==> src/rtl/fetch_unit.sv <==
// Instruction fetch stage. It holds the PC, reads 16-bit words from a
// 1-cycle-latency instruction memory and presents them to the decoder
// as opcode/operand over a valid/ready handshake.
//
//   state   | meaning
//   --------+-----------------------------------------------------------
//   S_IDLE  | stopped; waiting for run
//   S_FETCH | imem read strobe asserted at address pc
//   S_WAIT  | read data arrives; captured into output registers on edge
//   S_ISSUE | instruction presented; held until the decoder accepts it
module fetch_unit #(
  parameter int               ADDR_W   = 8,
  parameter logic [ADDR_W-1:0] RESET_PC = '0,
  parameter logic [7:0]        IDLE_OP  = 8'hFF
) (
  input  logic              clk_i,
  input  logic              rst_n_i,
  input  logic              run_i,
  output logic              imem_rd_o,
  output logic [ADDR_W-1:0] imem_addr_o,
  input  logic [15:0]       imem_rdata_i,
  output logic              instr_valid_o,
  input  logic              instr_ready_i,
  output logic [7:0]        instr_opcode_o,
  output logic [7:0]        instr_operand_o,
  output logic [ADDR_W-1:0] instr_pc_o,
  input  logic              jump_to_addr_i,
  output logic              busy_o
);

  typedef enum logic [1:0] {
    S_IDLE  = 2'd0,
    S_FETCH = 2'd1,
    S_WAIT  = 2'd2,
    S_ISSUE = 2'd3
  } state_e;

  state_e            state_q, state_d;
  logic [ADDR_W-1:0] pc_q, pc_d;
  logic              valid_q;
  logic [7:0]        opcode_q;
  logic [7:0]        operand_q;
  logic [ADDR_W-1:0] ipc_q;
  logic              handshake;

  // A jump or PC advance only happens on an accepted instruction.
  assign handshake = (state_q == S_ISSUE) && valid_q && instr_ready_i;

  // State and PC registers.
  always_ff @(posedge clk_i) begin
    if (!rst_n_i) begin
      state_q <= S_IDLE;
      pc_q    <= RESET_PC;
    end else begin
      state_q <= state_d;
      pc_q    <= pc_d;
    end
  end

  // Next-state and next-PC logic; the PC wraps naturally at 2**ADDR_W.
  always_comb begin
    state_d = state_q;
    pc_d    = pc_q;
    unique case (state_q)
      S_IDLE:  if (run_i) state_d = S_FETCH;
      S_FETCH: state_d = S_WAIT;
      S_WAIT:  state_d = S_ISSUE;
      S_ISSUE: begin
        if (handshake) begin
          pc_d    = jump_to_addr_i ? ADDR_W'(operand_q) : pc_q + ADDR_W'(1);
          state_d = run_i ? S_FETCH : S_IDLE;
        end
      end
      default: state_d = S_IDLE;
    endcase
  end

  // Outputs decoded from the current state only.
  always_comb begin
    imem_rd_o = (state_q == S_FETCH);
    busy_o    = (state_q != S_IDLE);
  end

  // Instruction output registers: loaded as read data lands, cleared on accept.
  // The opcode falls back to IDLE_OP whenever nothing valid is presented.
  always_ff @(posedge clk_i) begin
    if (!rst_n_i) begin
      valid_q   <= 1'b0;
      opcode_q  <= IDLE_OP;
      operand_q <= 8'h00;
      ipc_q     <= RESET_PC;
    end else if (state_q == S_WAIT) begin
      valid_q   <= 1'b1;
      opcode_q  <= imem_rdata_i[15:8];
      operand_q <= imem_rdata_i[7:0];
      ipc_q     <= pc_q;
    end else if (handshake) begin
      valid_q   <= 1'b0;
      opcode_q  <= IDLE_OP;
    end
  end

  assign imem_addr_o     = pc_q;
  assign instr_valid_o   = valid_q;
  assign instr_opcode_o  = opcode_q;
  assign instr_operand_o = operand_q;
  assign instr_pc_o      = ipc_q;

endmodule

==> config.mk <==
export PLATFORM = sky130hd
export DESIGN_NAME = fetch_unit
export DESIGN_NICKNAME = d
export VERILOG_FILES = /design/src/rtl/fetch_unit.sv
export SDC_FILE = /design/constraint.sdc
export NUM_CORES = 1
export LEC_CHECK = 0
export ABC_AREA = 1
export CAP_MARGIN = 10
export CORE_MARGIN = 2
export CORE_UTILIZATION = 38
export DETAILED_ROUTE_END_ITERATION = 8
export PLACE_DENSITY = 0.75
export SETUP_SLACK_MARGIN = 0.02
export SLEW_MARGIN = 10
export SYNTH_ARGS = -nofsm -noshare
export SYNTH_HDL_FRONTEND = slang
export SYNTH_SLANG_ARGS = --single-unit
==> constraint.sdc <==
create_clock -name clk_i -period 1.4 [get_ports clk_i]
set_input_delay 0.28 -clock clk_i [delete_from_list [all_inputs] [get_ports clk_i]]
set_output_delay 0.28 -clock clk_i [all_outputs]
set_load 0.1 [all_outputs]
==> out/metrics.cfg <==
[outcome]
status=finished with violations
violations=setup timing

[grt]
grt_pass1_vias=1531
grt_max_degree=33
antenna_found_initial=0
grt_util_all_layers_pct=20.06
grt_overflow=0
grt_pass1_wl_mm=6.872

[layout]
final_cells=319
drive_above_1_share_pct=33.09
fill_cells=280
final_nets=296
n_antenna_cell=0
areaGrowthSynthToFinish_pct=79.23

[clocking]
cts.path.max_buffers=2
ctsHoldBuffers=0
clkSlewWorstSetupHoldPaths_ns=0.07
cts_inserted_buffers=5
cts_root_buf=clkbuf_8
htree_levels=2
cts_tree=done
clock-sinks=35
insertion_delay_ns=0.29

[job]
maxCapViolCount=0

[power]
p_leak_nw=1.149
p_per_area_nw_per_um2=2290
peakVddDrop_v=0.001332

[place]
placedCellCount=303
gp_congestion=0.7980
io_buffers=55
hpwl_mm=2.880

[sta]
hold_viol_final=0
slew_headroom_pct=87.64
setup_violations=1
skew_ns=0.005766
rsz0062_at_grt=yes
tightest_slew_ns=0.1834
finalCriticalPeriod_ns=1.418
fin_tns_setup_ns=-0.01816
fin_crit_sh_pct=101.3
setup_ws_ns=-0.01816
fmax_ghz=0.7051
slew_viol_final=0

[routing]
maxUsedRoutingLayer=met4
vias_per_cell=4.881
met3WireLength_um=310
wl_met1_mm=1.808
wl_per_cell_um=13.04
drc=0
antenna_left=0
drtIter0Drc=95
dr_total_vias=1557
finalWirelength_mm=4.159
wl_met2_mm=1.961
dr.pass1.iters=6

[logic_synthesis]
synthTopCellsByArea=dfxtp_1 46%, nand2_1 9.0%, o21ai_0 8.8%
ys_seq_area_share_pct=45.60
post_synth_num_cell_types=23
synth_nets=225
synth_top_area_cell=dfxtp_1
avgSynthCellArea_sq_um=7.799
synthesis.area_sq_um=1536
ys_ff_latch=35
synth_top_area_share_pct=45.60
synth_warnings=0
netlist_instances=197

[floorplan]
die_y_um=67.59
core_sq_um=3943
die_x_um=67.59
rows=23
fp.dieArea_sq_um=4568
initial_core_util_pct=38.97
ios=56

[worst_setup_path]
crit_type=reg2out
arrival_ns=1.14
rr_startpoint=state_q[0]$_SDFFE_PN0P_
cpMaxStageDelayCell=dfxtp_4
cp_slowest_stage_delay_ns=0.36
cp_max_fo=4
startpoint=state_q[1]$_SDFFE_PN0P_
r2r_setup_slack_ns=0.05
crit_path_cell_trace=inv_4, ha_4, clkinvlp_4, buf_12
cp-endpoint=busy_o
end_kind=output port
rr_worst_depth=6
r2r_end=imem_addr_o[5]$_SDFFE_PN0P_
startpoint_type=flop
required_ns=1.12

[worst_hold_path]
hold_path_class=reg2reg
hp-start=imem_addr_o[7]$_SDFFE_PN0P_

[cells in the final DEF, fill, tap and decap left out, types with 6 or more instances in the layout]
| cell | count |
|---|---|
| a21oi_1 | 17 |
| buf_12 | 36 |
| buf_4 | 15 |
| clkbuf_8 | 7 |
| clkdlybuf4s50_1 | 20 |
| dfxtp_1 | 21 |
| dfxtp_2 | 9 |
| ha_1 | 6 |
| inv_1 | 10 |
| nand2_1 | 35 |
| nor2_1 | 28 |
| o21ai_0 | 26 |
| o22ai_1 | 8 |
[timing repair]
item                       in CTS  in global routing
buffers inserted                6                  1
resized for setup               5                  3
gates cloned                    0                  1
setup endpoints to repair       3                 15
[synth_stat cells, drive strengths merged]
cell type / number
o211ai: 1
ha: 7
clkbuf: 3
buf: 5
dfxtp: 35
nor2: 29
or2: 1
a31oi: 2
a21oi: 17
nand3: 6
inv: 17
o22ai: 8
nand2: 37
o21ai: 29
[cell type report]
type                    instances  area (sq um)  share of cell area, %
clock buffers                   8         100.1                  3.635
inverters                      17         77.57                  2.817
multi-input cells             138         749.5                  27.21
flip-flops and latches         35         730.7                  26.53
well taps                      50         62.56                  2.272
repair buffers                 71          1033                  37.53
[registers in the layout, summed over array words and instances (netlist names)]
name,cells
instr_valid_o,1
imem_addr_o,8
instr_pc_o,8
instr_opcode_o,8
state_q,2
instr_operand_o,8
[kinds of logic after synthesis]
logic type	after synthesis	share of synthesized area (%)
fa+ha+maj	7	5.700
buf+inv	25	8.224
flops	35	45.60
simple gates	73	20.36
compound gates	57	20.11
[routing by layer]
metal  up-vias  global-route usage [%]
li1        788                       -
met1       710                   22.09
met2        50                   34.44
met3         9                   7.667
met4         0                   8.163
met5         -                       0
[report_power, final]
part	internal [mW]	switching (mW)	total, mW
sequential	1.27	0.296	1.56
combinational	1.45	2.50	3.95
clock	0.449	0.349	0.798
[critical path, delay by kind of cell, from the launching register on]
kind / cells / cell delay (ns)
DFF: 1 / 0.36
buffers and inverters: 3 / 0.34
adders and majority gates: 1 / 0.14
[worst min path at each step]
stage               cells after the start                        endpoint
floorplan                               2  instr_opcode_o[0]$_SDFFE_PN1P_
global placement                        2     imem_addr_o[7]$_SDFFE_PN0P_
detailed placement                      2     imem_addr_o[7]$_SDFFE_PN0P_
CTS                                     2     imem_addr_o[7]$_SDFFE_PN0P_
global route                            2      instr_pc_o[4]$_SDFFE_PN0P_
finish                                  2     imem_addr_o[7]$_SDFFE_PN0P_
[stage by stage]
step / utilization, % / power [mW] / hold slack (ns) / setup WS [ns] / instance area (sq um)
after floorplan: - / 3.872 / 0.4058 / -0.1882 / 1582
after global placement: 65.12 / 5.237 / 0.4913 / -0.08299 / 2567
after detailed placement: 65.12 / 5.300 / 0.4877 / -0.1180 / 2567
after CTS: 69.25 / 6.302 / 0.4981 / -0.03033 / 2730
after global routing: 69.85 / 6.588 / 0.5349 / -0.06210 / 2754
final: 69.85 / 6.306 / 0.4981 / -0.01816 / 2754
Note: power is estimated with default switching activity, not from simulation.
==> RTL edit: new RTL, config.mk and constraints unchanged <==
Make the reset (`rst_n_i`) asynchronous in 2 clocked blocks.
--- a/src/rtl/fetch_unit.sv
+++ b/src/rtl/fetch_unit.sv
@@ -47,7 +47,7 @@
   assign handshake = (state_q == S_ISSUE) && valid_q && instr_ready_i;
 
   // State and PC registers.
-  always_ff @(posedge clk_i) begin
+  always_ff @(posedge clk_i or negedge rst_n_i) begin
     if (!rst_n_i) begin
       state_q <= S_IDLE;
       pc_q    <= RESET_PC;
@@ -83,7 +83,7 @@
 
   // Instruction output registers: loaded as read data lands, cleared on accept.
   // The opcode falls back to IDLE_OP whenever nothing valid is presented.
-  always_ff @(posedge clk_i) begin
+  always_ff @(posedge clk_i or negedge rst_n_i) begin
     if (!rst_n_i) begin
       valid_q   <= 1'b0;
       opcode_q  <= IDLE_OP;
Formal check against the unedited RTL: differs if rst_n_i is asserted again (counterexample within 4 cycles, from zero or initial values and one cycle with rst_n_i low); with rst_n_i held inactive, the same outputs for 10 cycles.
==> RTL edit against the unedited design <==
The run still ends with negative setup slack left; cell area is 8.2% higher; first-iteration DRC count shrank 6.3%; synthesized area up 6.0%; non-clock buffer count rose by 4; setup slack lost 0.081 ns; sequential cell count stayed put; wire length down 0.24%; count of clock-buffer cells in the layout down 2.
Power is left out: the tool's default activity adds up to more than one toggle a clock period on the data nets, which glitch-free logic cannot reach.
==> RTL edit: results (changes against the unedited design) <==
sequential share of cell area 0.305 (+0.0396); number of multi-input logic gates 118 (-14%); DR pass1 iterations 4 (-2); GRT Overall Usage 0.171 (-0.0296); CTS HTree Levels 2 (unchanged); synth top area cells dfrtp_1, dfstp_2, nand2_1, ha_1, o21ai_0; failing checks negative setup slack; clk_skew 0.0105 ns (+0.00472 ns); Non-clock buffers 75 (+5.6%); clk cell area share 0.0286 (-0.00779); Placed Instances 283 (-6.6%); share of cells above drive strength 1 0.380 (+0.0495); Hold WC Path Type in2async; non-clock inverter total of the final layout 19 (+2); CP arrival 1.22 ns (+0.08 ns); post-route setup slack -0.0992 ns (-0.0810 ns); #FFs+latches synth 35 (unchanged); Synth Area in Adders 0.0538 (-0.00324); Clock buffer cells 6 (-2); Worst Setup SP state_q[0]; async set-reset flop share out of synthesis 1.00 (+1.00); largest net degree at the start of global routing 36 (+9.1%); Worst Reg-to-Reg Cells 8 (+2); Main synth FF type dfrtp_1; Post-Synthesis Cells 176 (-11%); met3 Use GR 0.0683 (-0.00835); Total Wirelength 4.15 mm (-0.24%); CP max stage cell dfrtp_1; Core Footprint 0.00406 sq mm (+2.9%); area of the multi-input gates 736 sq um (-1.8%); first-pass GRT wire length 6.71 mm (-2.3%); routed wl met2 2.08 mm (+6.2%); Synth Area in Compound Gates 0.157 (-0.0445); setup TNS -0.192 ns (-0.174 ns); multi-input combinational area share 0.247 (-0.0252); net count after synthesis 204 (-9.3%); initial antenna violation count 0 (unchanged); most frequent cells after synthesis nand2_1, dfrtp_1, inv_1, o21ai_0; First DRT Iteration DRCs 89 (-6.3%); WL met1 1.71 mm (-5.5%); NonClk Buf Share 0.371 (-0.00443); Worst Max-Slew Pin Slew 0.265 ns (+0.0816 ns); via density per instance 4.90 (+0.49%); Detail Placement HPWL 2.87 mm (-0.23%); Filler Cell Count 264 (-5.7%); Synth cell types 19 (-17%); post-DR wirelength/cell 13.6 um (+4.3%); register area share after synthesis 0.544 (+0.0878); setup violators final 2 (+1); post-place instance area 0.00269 sq mm (+4.6%); DR WL met3 324 um (+4.5%); outcome finished with violations; met1 Usage GRT 0.197 (-0.0240)
==> RTL edit: cell types whose count changed in the layout (fill, tap and decap cells not counted), sizes merged, moves of 3 or more <==
cell   delta
buf       +3
nor2     -24
dfxtp    -35
o22ai     -8
o21ai     -6
a21oi     -7
o22a      +8
nand3     +5
dfrtp    +27
dfstp     +8
nand2    +13
==> RTL edit: final timing paths <==
path | end | slack (ns)
worst min-delay path | state_q[1] | 0.36
min in group clk_i | instr_pc_o[6] | 0.53
worst max-delay path | imem_rd_o | -0.1
worst min register to register | instr_pc_o[6] | 0.53
max in group asynchronous | instr_opcode_o[2] | 0.79
worst max register to register | state_q[1] | 0
==> RTL edit: repair_timing <==
| action | 4_1_cts | 5_1_grt |
|---|---|---|
| pin swaps | 1 | 2 |
| buffers inserted | 7 | 6 |
| gates resized for setup | 5 | 17 |
| cloned | 0 | 1 |
| endpoints found under the setup margin | 2 | 25 |
